**config.mk**
```make
export PLATFORM = sky130hd
export DESIGN_NAME = fpu_dispatch
export DESIGN_NICKNAME = d
export VERILOG_FILES = /design/src/rtl/fpu_dispatch_pkg.sv /design/src/rtl/fpu_dispatch_order_fifo.sv /design/src/rtl/fpu_dispatch.sv
export SDC_FILE = /design/constraint.sdc
export NUM_CORES = 1
export LEC_CHECK = 0
export CORE_AREA = 2 2 98 100
export CTS_CLUSTER_SIZE = 20
export DETAILED_ROUTE_END_ITERATION = 6
export DIE_AREA = 0 0 100 102
export PLACE_DENSITY = 0.82
export SLEW_MARGIN = 40
export SYNTH_ARGS = -nofsm -noshare
export SYNTH_HDL_FRONTEND = slang
export SYNTH_SLANG_ARGS = --single-unit
```
**constraint.sdc**
```tcl
create_clock -name clk -period 8.9 [get_ports clk]
set_clock_uncertainty 0.05 [all_clocks]
set_input_delay 2.225 -clock clk [delete_from_list [all_inputs] [get_ports clk]]
set_output_delay 2.225 -clock clk [all_outputs]
set_load 0.02 [all_outputs]
```
**src/rtl/fpu_dispatch_pkg.sv**
```systemverilog
//------------------------------------------------------------------------------
// FPU_pkg : unit IDs, FPU opcodes and the opcode->unit steering function.
// Rev 1.0
//------------------------------------------------------------------------------
`default_nettype none

package FPU_pkg;

    localparam int N_FPU_UNITS = 5;

    typedef enum logic [2:0] {
        FPU_UNIT_ADD     = 3'd0,
        FPU_UNIT_MUL     = 3'd1,
        FPU_UNIT_DIVSQRT = 3'd2,
        FPU_UNIT_SGN     = 3'd3,
        FPU_UNIT_MISC    = 3'd4,
        FPU_UNIT_NONE    = 3'd5
    } fpu_unit_t;

    localparam logic [4:0] FPU_OP_ADD     = 5'd0;
    localparam logic [4:0] FPU_OP_SUB     = 5'd1;
    localparam logic [4:0] FPU_OP_MUL     = 5'd2;
    localparam logic [4:0] FPU_OP_DIV     = 5'd3;
    localparam logic [4:0] FPU_OP_SQRT    = 5'd4;
    localparam logic [4:0] FPU_OP_SGNJ    = 5'd5;
    localparam logic [4:0] FPU_OP_SGNJN   = 5'd6;
    localparam logic [4:0] FPU_OP_SGNJX   = 5'd7;
    localparam logic [4:0] FPU_OP_MIN     = 5'd8;
    localparam logic [4:0] FPU_OP_MAX     = 5'd9;
    localparam logic [4:0] FPU_OP_FEQ     = 5'd10;
    localparam logic [4:0] FPU_OP_FLT     = 5'd11;
    localparam logic [4:0] FPU_OP_FLE     = 5'd12;
    localparam logic [4:0] FPU_OP_CLASS   = 5'd13;
    localparam logic [4:0] FPU_OP_CVT_W_S = 5'd14;
    localparam logic [4:0] FPU_OP_CVT_S_W = 5'd15;
    localparam logic [4:0] FPU_OP_MV_X_W  = 5'd16;
    localparam logic [4:0] FPU_OP_MV_W_X  = 5'd17;

    function automatic fpu_unit_t fpu_unit_of(input logic [4:0] op);
        fpu_unit_t u;
        case (op)
            FPU_OP_ADD, FPU_OP_SUB:                      u = FPU_UNIT_ADD;
            FPU_OP_MUL:                                  u = FPU_UNIT_MUL;
            FPU_OP_DIV, FPU_OP_SQRT:                     u = FPU_UNIT_DIVSQRT;
            FPU_OP_SGNJ, FPU_OP_SGNJN, FPU_OP_SGNJX:     u = FPU_UNIT_SGN;
            FPU_OP_MIN, FPU_OP_MAX, FPU_OP_FEQ, FPU_OP_FLT,
            FPU_OP_FLE, FPU_OP_CLASS, FPU_OP_CVT_W_S,
            FPU_OP_CVT_S_W, FPU_OP_MV_X_W, FPU_OP_MV_W_X: u = FPU_UNIT_MISC;
            default:                                     u = FPU_UNIT_NONE;
        endcase
        return u;
    endfunction

endpackage

`default_nettype wire

```
**src/rtl/fpu_dispatch_order_fifo.sv**
```systemverilog
//------------------------------------------------------------------------------
// fpu_order_fifo : issue-order FIFO of unit tags with flush and head output.
// Rev 1.0
//------------------------------------------------------------------------------
`default_nettype none

module fpu_order_fifo
    import FPU_pkg::*;
#(
    parameter int DEPTH = 4
) (
    input  logic                       clk,
    input  logic                       reset,
    input  logic                       i_flush,
    input  logic                       i_push,
    input  fpu_unit_t                  i_tag,
    input  logic                       i_pop,
    output logic [$clog2(DEPTH+1)-1:0] o_count,
    output logic                       o_full,
    output logic                       o_empty,
    output fpu_unit_t                  o_head
);

    localparam int PW = $clog2(DEPTH);
    localparam int CW = $clog2(DEPTH + 1);

    fpu_unit_t       r_mem [DEPTH];
    logic [PW-1:0]   r_wr;
    logic [PW-1:0]   r_rd;
    logic [CW-1:0]   r_count;
    logic            w_do_push;
    logic            w_do_pop;

    assign o_count   = r_count;
    assign o_full    = (r_count == CW'(DEPTH));
    assign o_empty   = (r_count == '0);
    assign o_head    = r_mem[r_rd];
    assign w_do_push = i_push && !o_full;
    assign w_do_pop  = i_pop && !o_empty;

    // Pointers wrap naturally because DEPTH is a power of two.
    always_ff @(posedge clk or posedge reset) begin
        if (reset) begin
            r_wr    <= '0;
            r_rd    <= '0;
            r_count <= '0;
            for (int i = 0; i < DEPTH; i++) begin
                r_mem[i] <= FPU_UNIT_NONE;
            end
        end else if (i_flush) begin
            r_wr    <= '0;
            r_rd    <= '0;
            r_count <= '0;
        end else begin
            if (w_do_push) begin
                r_mem[r_wr] <= i_tag;
                r_wr        <= r_wr + 1'b1;
            end
            if (w_do_pop) begin
                r_rd <= r_rd + 1'b1;
            end
            if (w_do_push && !w_do_pop) begin
                r_count <= r_count + 1'b1;
            end else if (!w_do_push && w_do_pop) begin
                r_count <= r_count - 1'b1;
            end
        end
    end

endmodule

`default_nettype wire

```
**src/rtl/fpu_dispatch.sv**
```systemverilog
//------------------------------------------------------------------------------
// fpu_dispatch : in-order op dispatcher and result arbiter for the FPU units.
// Optional perf counters enabled by defining FPU_DISPATCH_PERF_EN.  Rev 1.0
//------------------------------------------------------------------------------
`default_nettype none

module fpu_dispatch
    import FPU_pkg::*;
#(
    parameter int DEPTH   = 4,
    parameter int N_UNITS = N_FPU_UNITS
) (
    input  logic                   clk,
    input  logic                   reset,
    input  logic                   flush,
    input  logic                   valid_in,
    output logic                   ready_out,
    input  logic [4:0]             op,
    output logic [N_UNITS-1:0]     unit_valid,
    input  logic [N_UNITS-1:0]     unit_ready,
    input  logic [N_UNITS-1:0]     unit_res_valid,
    output logic [N_UNITS-1:0]     unit_res_ready,
    input  logic [32*N_UNITS-1:0]  unit_result,
    input  logic [5*N_UNITS-1:0]   unit_fflags,
    output logic                   valid_out,
    input  logic                   ready_in,
    output logic [31:0]            float_out,
    output logic [4:0]             fflags_out,
    output logic                   illegal_op
`ifdef FPU_DISPATCH_PERF_EN
    ,
    output logic [31:0]            stall_cycles,
    output logic [31:0]            busy_cycles
`endif
);

    localparam int CW = $clog2(DEPTH + 1);

    fpu_unit_t           w_sel;
    fpu_unit_t           w_head;
    logic                w_sel_ok;
    logic [N_UNITS-1:0]  w_sel_oh;
    logic [N_UNITS-1:0]  w_head_oh;
    logic                w_full;
    logic                w_empty;
    logic [CW-1:0]       w_count;
    logic                w_accept;
    logic                w_push;
    logic                w_pop;
    logic [31:0]         w_res_data;
    logic [4:0]          w_res_flags;
    logic                r_illegal;

    assign w_sel    = fpu_unit_of(op);
    assign w_sel_ok = (w_sel != FPU_UNIT_NONE);

    // One-hot decodes; NONE maps to all-zero so it never steers a unit.
    always_comb begin
        w_sel_oh  = '0;
        w_head_oh = '0;
        for (int i = 0; i < N_UNITS; i++) begin
            w_sel_oh[i]  = (int'(w_sel) == i);
            w_head_oh[i] = (int'(w_head) == i);
        end
    end

    assign ready_out  = !flush && !w_full && (!w_sel_ok || |(w_sel_oh & unit_ready));
    assign unit_valid = (valid_in && !flush && !w_full) ? w_sel_oh : '0;
    assign w_accept   = valid_in && ready_out;
    assign w_push     = w_accept && w_sel_ok;

    always_comb begin
        w_res_data  = '0;
        w_res_flags = '0;
        for (int i = 0; i < N_UNITS; i++) begin
            if (w_head_oh[i]) begin
                w_res_data  = unit_result[32*i +: 32];
                w_res_flags = unit_fflags[5*i +: 5];
            end
        end
    end

    assign valid_out      = !w_empty && !flush && |(w_head_oh & unit_res_valid);
    assign float_out      = valid_out ? w_res_data : '0;
    assign fflags_out     = valid_out ? w_res_flags : '0;
    assign unit_res_ready = (ready_in && !w_empty && !flush) ? w_head_oh : '0;
    assign w_pop          = valid_out && ready_in;
    assign illegal_op     = r_illegal;

    fpu_order_fifo #(
        .DEPTH   (DEPTH)
    ) u_fifo (
        .clk     (clk),
        .reset   (reset),
        .i_flush (flush),
        .i_push  (w_push),
        .i_tag   (w_sel),
        .i_pop   (w_pop),
        .o_count (w_count),
        .o_full  (w_full),
        .o_empty (w_empty),
        .o_head  (w_head)
    );

    always_ff @(posedge clk or posedge reset) begin
        if (reset) begin
            r_illegal <= 1'b0;
        end else if (flush) begin
            r_illegal <= 1'b0;
        end else begin
            r_illegal <= w_accept && !w_sel_ok;
        end
    end

`ifdef FPU_DISPATCH_PERF_EN
    // Counters survive flush so they reflect the whole run since reset.
    always_ff @(posedge clk or posedge reset) begin
        if (reset) begin
            stall_cycles <= '0;
            busy_cycles  <= '0;
        end else begin
            if (valid_in && !ready_out && (stall_cycles != '1)) begin
                stall_cycles <= stall_cycles + 1'b1;
            end
            if (!w_empty && (busy_cycles != '1)) begin
                busy_cycles <= busy_cycles + 1'b1;
            end
        end
    end
`endif

    logic w_unused;
    assign w_unused = ^w_count;

endmodule

`default_nettype wire
```
==> results by group <==
Run status
  – Status: finished, final reports clean

Clocking
  – H-tree levels: 1
  – CTS resizes: 0
  – Clk buf depth: 2
  – TritonCTS buffer count: 3
  – CTS sink count: 20
  – CTS tree: built
  – Root Driver: clkbuf_8
  – Setup Buffers After CTS: 0
  – Clock Latency Late Sink: 0.27 ns
  – CTS Hold Bufs: 0
  – CTS clk-pin slew, worst paths: 0.08 ns

Yosys
  – Cells after Synth: 387
  – Top cells by area, synth: mux4_2 12%, dfrtp_1 10%, mux2i_1 9.9%, nor2_1 9.7%, a21oi_1 9.0%
  – Fraction of the yosys area taken by sequential cells: 17.4%
  – Cell taking the most area after synthesis: mux4_2
  – Synth cell count leaders: 76 x nor2_1, 53 x a21oi_1, 52 x o21ai_0
  – Most numerous cell in the Yosys netlist: nor2_1
  – Post-synth EDFFs: 0
  – Fraction of registers with async set/reset: 100%
  – Mean Syn Cell Area: 7.59 sq um
  – Ys flop type: dfrtp_1
  – Post-synthesis register bit count: 20
  – Synth top area share: 12.3%
  – Syn Nets: approximately 600
  – Yosys warning count: 0
  – Synth cell types: 45
  – Synthesized area: 2940 sq um

STA
  – Number of hold violations in the final report: 0
  – Max Freq: 0.145 GHz
  – Tcrit/Tclk final: ~80%
  – Final Critical Period: 6.92 ns
  – Max Slew Vio Count: 0
  – Setup TNS: 0 ns
  – # setup viols final: 0
  – Slew @ Worst Pin: 0.830 ns
  – RSZ-0062 raised after global routing: no
  – Slew margin rel.: 44.6%

Setup path
  – Top cell by count, worst path: clkdlybuf4s50_1
  – Largest delay contributor family on the critical path: buffers and inverters
  – Critical-path top delay cell: clkdlybuf4s50_1
  – Worst Path Buf+Inv: 3
  – Crit path capture type: output pin
  – Crit start category: primary input
  – Critical Path RT: 6.63 ns
  – Critical Path AT: 4.64 ns
  – Crit-path max FO: 20
  – WS Path Type: in -> out
  – Crit path cell chain: clkdlybuf4s50_1 > mux2i_1 > o31ai_2 > o21ai_4 > buf_8 > nor2_1 > clkdlybuf4s50_1
  – CP max stage delay: 0.63 ns

Floorplan
  – DIE AREA: around 10,000 sq um
  – Die Ht: 102 um
  – # rows: 35
  – CORE AREA: 9110 sq um
  – # IOs: 255
  – Initial core utilization: 32.2%
  – Die extent in x: 100 um

GRT
  – Initial antenna violation count: 1
  – Met3 GRT Util: 4.24%
  – First-pass GRT wire length: 20.2 mm
  – GRT met1 Usage: 31.8%
  – Largest net degree at the start of global routing: 47
  – Gr ovfl total: 0
  – Met2 Use GR: 43.6%
  – GR peak layer: met2
  – Vias in the first global route: 3,816
  – All-Layer GR Usage: 24.8%

Layout
  – Register Area: 510 sq um
  – Final cell count without fillers: 723
  – Share of layout cells above drive strength 1: 9.33%
  – Multi-input gate area: 2240 sq um
  – Nets@finish: 822
  – Fillers: 808
  – Synth-to-layout area growth: 89.3%

Placement
  – IO buf count: approximately 250
  – Inst Count DP: 718
  – GPL Wtd Cong: 0.855
  – Hpwl dp: 10.9 mm

Power and ir drop
  – Clk pwr share: 7.1%
  – PD cells: 160 nW/um^2
  – P_leak: 2.07 nW
  – Power Internal: between 400 and 500 uW
  – Sw Share: 46.8%
  – Comb power frac: between 70% and 80%
  – P_sw: 416 uW
  – Final Total Pwr: 888 uW
  – Seq pwr share: 14.3%
  – Worst IR Drop VDD: 0.129 mV

Route
  – Total wire length: 13.8 mm
  – WL/cell: 19.1 um
  – Antenna Nets Post-Route: 0
  – Pre-antenna DRT Iters: 4
  – First-iteration detailed-routing DRC count: 145
  – DRC viols: 0
  – Vias/cell: between 5 and 6
  – Vias: 3,915

Min path
  – Hold WC Path Type: reg -> reg

Flow run
  – Max_cap viols: 0
==> flip-flops by register name (all words and copies together) (netlist names) <==
name / cells
u_fifo.r_wr: 2
u_fifo.r_rd: 2
illegal_op: 1
u_fifo.o_count: 3
u_fifo.r_mem: 12
==> kinds of logic (layout without fill, tap and decap cells) <==
logic type / count (synthesis) / after routing / share of synthesized area (%)
AOI/OAI and AO/OA: 139 / 139 / 27.1
and+or+nand+nor: 115 / 115 / 18.1
muxes: 60 / 60 / 27.9
buffers and inverters: 48 / 272 / 7.16
DFF: 20 / 20 / 17.4
adders and majority gates: 5 / 5 / 2.39
other: 0 / 1 / 0
==> routing by layer <==
layer / up-vias / wire [um] / share of wire, %
met5: - / 0 / 0
met4: 0 / 289 / 2.1
met3: 23 / 1130 / 8.2
met2: 173 / 6920 / 50
met1: 1861 / 5470 / 40
li1: 1858 / - / -
==> worst reg2reg max path: stages (launching register included) <==
cell	delay (ns)
dfrtp_1	0.54
mux4_2	0.40
buf_4	0.61
and3b_2	0.69
a22o_1	0.37
o21ba_4	0.23
nor3_4	0.07
fa_1	0.40
inv_1	0.11
nor3_1	0.06
a211oi_1	0.34
o31ai_2	0.09
==> cell usage in the layout, fill, tap and decap left out, types with 2 or more instances in the layout <==
cell type	instances
mux2i_1	29
nor2_1	76
and3_1	2
nor3b_1	2
o31ai_1	3
mux4_2	15
o31ai_2	2
o21ai_0	51
dfstp_2	8
a22o_1	2
buf_4	3
nor4_1	5
a21oi_1	53
o21bai_1	2
inv_1	9
dfrtp_1	12
ha_1	4
or3_1	2
a211oi_1	3
nand2_1	7
nor3_1	6
a22oi_1	13
mux2_2	15
clkbuf_8	3
and2_1	6
clkdlybuf4s50_1	254
==> power groups by stage <==
stage | clock network [mW] | registers (mW) | logic [mW]
after detailed placement | 0 | 0.129 | 0.691
after CTS | 0.0642 | 0.128 | 0.692
after global placement | 0 | 0.127 | 0.672
final | 0.0632 | 0.127 | 0.697
after global routing | 0.0679 | 0.130 | 0.765
after floorplan | 0 | 0.122 | 0.464
==> stage by stage <==
stage                     util (%)  setup slack, ns  cell area, sq um  hold WS (ns)
after floorplan                  -             3.05              2940         0.444
after global placement        60.2             1.81              5480         0.458
after detailed placement      60.5             1.79              5510         0.473
after CTS                     60.9             1.78              5550         0.483
after global routing          61.0             1.89              5560         0.514
final                         61.0             1.98              5560         0.482
==> area by class of cell <==
| class | instances | area share (%) |
|---|---|---|
| Clock buffer | 4 | 0.810 |
| Inverter | 10 | 0.675 |
| Tap cell | 111 | 2.50 |
| Multi-Input combinational cell | 319 | 40.4 |
| Timing Repair Buffer | 258 | 46.4 |
| Antenna cell | 1 | 0.0450 |
| Sequential cell | 20 | 9.18 |
==> final timing paths <==
check,cells after the start,slack [ns],start,end
max,7,1.98,unit_res_valid[2],float_out[25]
min,1,0.48,u_fifo.o_count[0],u_fifo.o_count[0]
max reg2reg,11,4.83,u_fifo.r_rd[0],u_fifo.o_count[2]
min reg2reg,1,0.48,u_fifo.o_count[0],u_fifo.o_count[0]
max in group asynchronous,2,6.24,reset,u_fifo.r_mem[2]
min in group asynchronous,2,2.21,reset,u_fifo.r_mem[4]
Power figures use the tool's default switching activity.
